<file path="src/rtl/stw_array_scheduler.sv">
// Time-shares a systolic array between matmul jobs and periodic Stop-the-World
// self-tests, sequencing the STW handshake and keeping a sticky per-PE health map.
module stw_array_scheduler #(
  parameter int ROWS        = 3,
  parameter int COLS        = 3,
  parameter int WORD_SIZE   = 8,
  parameter int TEST_PERIOD = 64,
  parameter int STW_TIMEOUT = 32
) (
  input  logic                   clk,
  input  logic                   rst,
  input  logic                   matmul_req,
  input  logic                   matmul_done,
  input  logic                   force_test,
  input  logic                   clear_faults,
  input  logic                   STW_complete,
  input  logic [ROWS*COLS-1:0]   STW_result_mat,
  output logic                   start_fsm,
  output logic                   STW_test_load_en,
  output logic                   STW_start,
  output logic [WORD_SIZE-1:0]   STW_mult_op1,
  output logic [WORD_SIZE-1:0]   STW_mult_op2,
  output logic [WORD_SIZE-1:0]   STW_add_op,
  output logic [WORD_SIZE-1:0]   STW_expected,
  output logic [ROWS*COLS-1:0]   health_map,
  output logic                   fault_detected,
  output logic                   stw_timeout_err,
  output logic                   busy
);

  localparam int NPE = ROWS * COLS;
  localparam int TW  = (TEST_PERIOD > 2) ? $clog2(TEST_PERIOD) : 1;
  localparam int WW  = (STW_TIMEOUT > 2) ? $clog2(STW_TIMEOUT) : 1;
  localparam logic [TW-1:0] TIMER_MAX = TW'(TEST_PERIOD - 1);
  localparam logic [WW-1:0] WAIT_MAX  = WW'(STW_TIMEOUT - 1);

  typedef enum logic [2:0] {
    S_IDLE,
    S_MATMUL,
    S_LOAD,
    S_START,
    S_WAIT
  } state_t;

  state_t          state_q, state_d;
  logic [TW-1:0]   timer_q, timer_d;
  logic            test_due_q, test_due_d;
  logic            vec_q, vec_d;
  logic [WW-1:0]   wait_q, wait_d;
  logic [NPE-1:0]  health_q, health_d;
  logic            tmo_q, tmo_d;

  always_ff @(posedge clk) begin
    if (rst) begin
      state_q    <= S_IDLE;
      timer_q    <= '0;
      test_due_q <= 1'b1;
      vec_q      <= 1'b0;
      wait_q     <= '0;
      health_q   <= '1;
      tmo_q      <= 1'b0;
    end else begin
      state_q    <= state_d;
      timer_q    <= timer_d;
      test_due_q <= test_due_d;
      vec_q      <= vec_d;
      wait_q     <= wait_d;
      health_q   <= health_d;
      tmo_q      <= tmo_d;
    end
  end

  always_comb begin
    state_d          = state_q;
    timer_d          = timer_q;
    test_due_d       = test_due_q;
    vec_d            = vec_q;
    wait_d           = wait_q;
    health_d         = health_q;
    tmo_d            = tmo_q;
    start_fsm        = 1'b0;
    STW_test_load_en = 1'b0;
    STW_start        = 1'b0;

    // The period only runs while the array is not under test; it saturates at the top.
    if ((state_q == S_IDLE || state_q == S_MATMUL) && timer_q != TIMER_MAX) begin
      timer_d = timer_q + TW'(1);
      if (timer_q + TW'(1) == TIMER_MAX) test_due_d = 1'b1;
    end

    case (state_q)
      S_IDLE: begin
        if (test_due_q)      state_d = S_LOAD;
        else if (matmul_req) state_d = S_MATMUL;
      end
      S_MATMUL: begin
        start_fsm = 1'b1;
        if (matmul_done) state_d = S_IDLE;
      end
      S_LOAD: begin
        STW_test_load_en = 1'b1;
        state_d          = S_START;
      end
      S_START: begin
        STW_start = 1'b1;
        wait_d    = '0;
        state_d   = S_WAIT;
      end
      S_WAIT: begin
        wait_d = wait_q + WW'(1);
        if (STW_complete) begin
          health_d = health_q & STW_result_mat;
          vec_d    = ~vec_q;
          state_d  = S_IDLE;
        end else if (wait_q == WAIT_MAX) begin
          tmo_d   = 1'b1;
          vec_d   = ~vec_q;
          state_d = S_IDLE;
        end
      end
      default: state_d = S_IDLE;
    endcase

    if (state_d == S_LOAD && state_q != S_LOAD) begin
      test_due_d = 1'b0;
      timer_d    = '0;
    end
    if (force_test) test_due_d = 1'b1;
    // A clear beats a capture in the same cycle; the next test re-accumulates.
    if (clear_faults) begin
      health_d = '1;
      tmo_d    = 1'b0;
    end
  end

  always_comb begin
    STW_mult_op1 = '0;
    STW_mult_op2 = '0;
    STW_add_op   = '0;
    STW_expected = '0;
    if (state_q == S_LOAD || state_q == S_START || state_q == S_WAIT) begin
      if (vec_q) begin
        STW_mult_op1 = WORD_SIZE'(5);
        STW_mult_op2 = WORD_SIZE'(7);
        STW_add_op   = WORD_SIZE'(2);
        STW_expected = WORD_SIZE'(37);
      end else begin
        STW_mult_op1 = WORD_SIZE'(4);
        STW_mult_op2 = WORD_SIZE'(3);
        STW_add_op   = WORD_SIZE'(0);
        STW_expected = WORD_SIZE'(12);
      end
    end
  end

  assign health_map      = health_q;
  assign fault_detected  = |(~health_q);
  assign stw_timeout_err = tmo_q;
  assign busy            = (state_q != S_IDLE);

endmodule

</file>
<file path="config.mk">
export PLATFORM = sky130hd
export DESIGN_NAME = stw_array_scheduler
export DESIGN_NICKNAME = d
export VERILOG_FILES = /design/src/rtl/stw_array_scheduler.sv
export SDC_FILE = /design/constraint.sdc
export NUM_CORES = 1
export LEC_CHECK = 0
export CORE_ASPECT_RATIO = 0.6
export CORE_MARGIN = 4
export CORE_UTILIZATION = 45
export CTS_CLUSTER_DIAMETER = 150
export DETAILED_ROUTE_END_ITERATION = 8
export PLACE_DENSITY_LB_ADDON = 0.1
export SYNTH_ARGS = -nofsm -noshare
export SYNTH_HDL_FRONTEND = slang
export SYNTH_SLANG_ARGS = --single-unit
</file>
<file path="constraint.sdc">
create_clock -name clk -period 4.3 [get_ports clk]
set_input_delay 0.43 -clock clk [delete_from_list [all_inputs] [get_ports clk]]
set_output_delay 0.43 -clock clk [all_outputs]
set_load 0.03 [all_outputs]
</file>
==> summary.txt <==
Placement
  – DP HPWL: 2600 µm
  – Dpl cell area: 1710 µm²
  – Number of I/O port buffers: 40
  – Dpl ws: 1810 ps
  – GPL Wtd Cong: 0.820

Global routing
  – Largest net degree at the start of global routing: 16
  – Vias in the first global route: 1088
  – Global-route wire length before repair: 5130 µm
  – Antenna violations before repair: 0
  – Total GRT Usage: 0.160
  – Total grt overflow: 0

Power and ir drop
  – Lkg Pwr: 0.000715 µW
  – Pwr dens: 361 nW/µm²
  – Pwr Total: 643 µW
  – Worst IR Drop VDD: 0.207 mV

Floorplan
  – Core area: 2950 µm²
  – Die H: 51.7 µm
  – Total I/O pin count: 63
  – DIE WIDTH: 80.8 µm
  – Initial Util: 0.486
  – Die area: 4180 µm²
  – Row cnt: 15

Route
  – First DRT Iteration DRCs: 63
  – Routed Antenna Nets: 0
  – Vias/cell: 5.04
  – Drt drc: 0
  – Via count: 1220
  – DR pass1 iterations: 4
  – Wire per inst: 13.6 µm
  – Total wire length: 3300 µm

Clocking
  – Worst-Skew Late Latency: 270 ps
  – Deepest clock path buffer count: 2
  – # Post-CTS Setup Buffers: 0
  – Post-CTS Hold Fix Bufs: 0
  – Clk slew on worst S/H paths: 90 ps
  – Clk sinks: 26
  – CTS resizes: 0
  – Clock root buffer: clkbuf_8
  – CTS tree: yes
  – H-tree depth: 1
  – TritonCTS Buffers: 3

Timing
  – Fin crit period: 2780 ps
  – Worst Hold Slack: 486 ps
  – Fmax achieved: 0.360 GHz
  – Slew @ Worst Pin: 576 ps
  – Worst setup margin: 1520 ps
  – Final hold vios: 0
  – Worst Clk Skew: 2.03 ps
  – Final setup viols: 0
  – Unrepaired setup endpoints after global routing: no
  – Slew HR: 0.615
  – Final slew viol count: 0
  – Sum Neg Setup Slack: 0 ps
  – Period Utilization, post-route: 0.647

Synthesis
  – Post-synthesis compound-gate area fraction: 0.149
  – Synthesized-area fraction occupied by and/or/nand/nor cells: 0.214
  – Netlist cell types: 40
  – Post-Synth XOR/XNOR Area: 0.0306
  – Post-synthesis cell area: 1430 µm²
  – Yosys warns: 0
  – Cells after synthesis: 170
  – Syn Area/Cell: 8.42 µm²
  – Post-synth EDFFs: 0
  – Mux cell area share after synthesis: 0.00787
  – Main synth FF type: dfxtp_1
  – Yosys reg bits: 26
  – Synth Area in Adders: 0.0350
  – Main combinational cell family by area after synthesis: simple AND/OR/NAND/NOR gates
  – Seq/Total Area, Yosys: 0.364
  – FFs w/ async S/R, synth: 0

Hold path
  – Hold Crit Depth: 2
  – HP Class: register to register

Final layout
  – Antenna diodes: 0
  – Flip-flop and latch area: 520 µm²
  – Final instance area: 1780 µm²
  – Ratio of cells with drive above 1 in the final layout: 0.0500
  – Fill cells: 259
  – Final #Nets: 221
  – Area delta synth->final: 24.3%
  – Multi-input gate area: 708 µm²

Worst setup path
  – Crit path arrival time: 2350 ps
  – Crit start category: register
  – FF-to-FF path depth: 5
  – CP Class: register to output pin
  – CP Max Fanout: 11
  – Worst Setup End Kind: output pin
  – Crit path required time: 3870 ps

Outcome
  – Status: complete, no violations

Run
  – Max-Cap Viols: 0
==> synth_stat cells (all sizes together) (2+ instances only) <==
master	instances	area (µm²)
clkbuf	3	11.3
a22oi	2	15.0
buf	32	244
ha	4	50.1
and3	3	18.8
nor2	19	71.3
nor2b	2	12.5
o21ai	12	60.1
a21oi	6	30.0
nor3b	2	26.3
nand3b	2	15.0
nand4	3	18.8
inv	7	26.3
a211oi	4	30.0
xnor2	3	26.3
a31oi	3	25.0
nand2	13	48.8
dfxtp	26	521
or2	2	12.5
nand3	2	10.0
or3	2	12.5
nor3	2	10.0
xor2	2	17.5
==> cell type report <==
type,instances,area share
multi-input combinational,123,0.398
sequential,26,0.293
timing repair buffer,40,0.225
tap,42,0.0295
clock buffer,3,0.0232
clock inverter,1,0.0169
inverter,7,0.0148
==> report_power, final <==
group          switching [µW]  internal (µW)
Sequential               19.5            250
Clock                    78.7            125
Combinational             105           64.3
==> layer usage <==
| layer | vias to the layer above | routed length [µm] | global-route usage |
|---|---|---|---|
| li1 | 593 | - | - |
| met1 | 559 | 1510 | 0.213 |
| met2 | 66 | 1460 | 0.260 |
| met3 | 2 | 316 | 0.0450 |
| met4 | 0 | 17 | 0.0337 |
| met5 | - | 0 | 0 |
==> per-stage QoR <==
step | utilization | std cells
after floorplan | - | 191
after global placement | 0.580 | 238
after detailed placement | 0.580 | 238
after CTS | 0.604 | 242
after global routing | 0.604 | 242
final | 0.604 | 242
==> flip-flops by register name, summed over array words and instances (netlist names) <==
register,count
state_q,3
stw_timeout_err,1
timer_q,6
vec_q,1
wait_q,5
health_map,9
test_due_q,1
==> critical path, cell delays in order, from the launching register on <==
cell and delay (ps):
dfxtp_1 510, nor3b_4 420, a21oi_1 120, nor2b_1 290, clkdlybuf4s50_1 740
==> placed cells by master (no fill, tap or decap), types with 3 or more instances in the layout <==
cell type,Yosys,final
xnor2_1,3,3
clkbuf_8,0,3
a211oi_1,4,4
nor2_1,19,19
o21ai_0,12,12
ha_1,4,4
inv_1,7,7
a21oi_1,6,6
dfxtp_1,26,26
nand4_1,3,3
clkdlybuf4s50_1,0,40
and3_1,3,3
conb_1,1,22
nand2_1,13,13
==> path summary, 6_finish.rpt <==
| path | startpoint | slack [ps] | to |
|---|---|---|---|
| worst min register to register | health_map[8]$_SDFFE_PP1P_ | 490 | health_map[8]$_SDFFE_PP1P_ |
| worst max register to register | timer_q[0]$_SDFFE_PP0P_ | 2670 | timer_q[2]$_SDFFE_PP0P_ |
| worst max-delay path | state_q[2]$_SDFF_PP0_ | 1520 | STW_mult_op1[0] |
| worst min-delay path | health_map[8]$_SDFFE_PP1P_ | 490 | health_map[8]$_SDFFE_PP1P_ |
==> cell families (layout without fill, tap and decap cells) <==
family	after synthesis	count (layout)
AO/OA/AOI/OAI	33	33
XOR/XNOR	5	5
flip-flops	26	26
multiplexers	1	1
AND/OR/NAND/NOR	58	58
adder cells (fa/ha/maj)	4	4
other	1	22
buffers and inverters	42	51
Power figures use the tool's default switching activity.
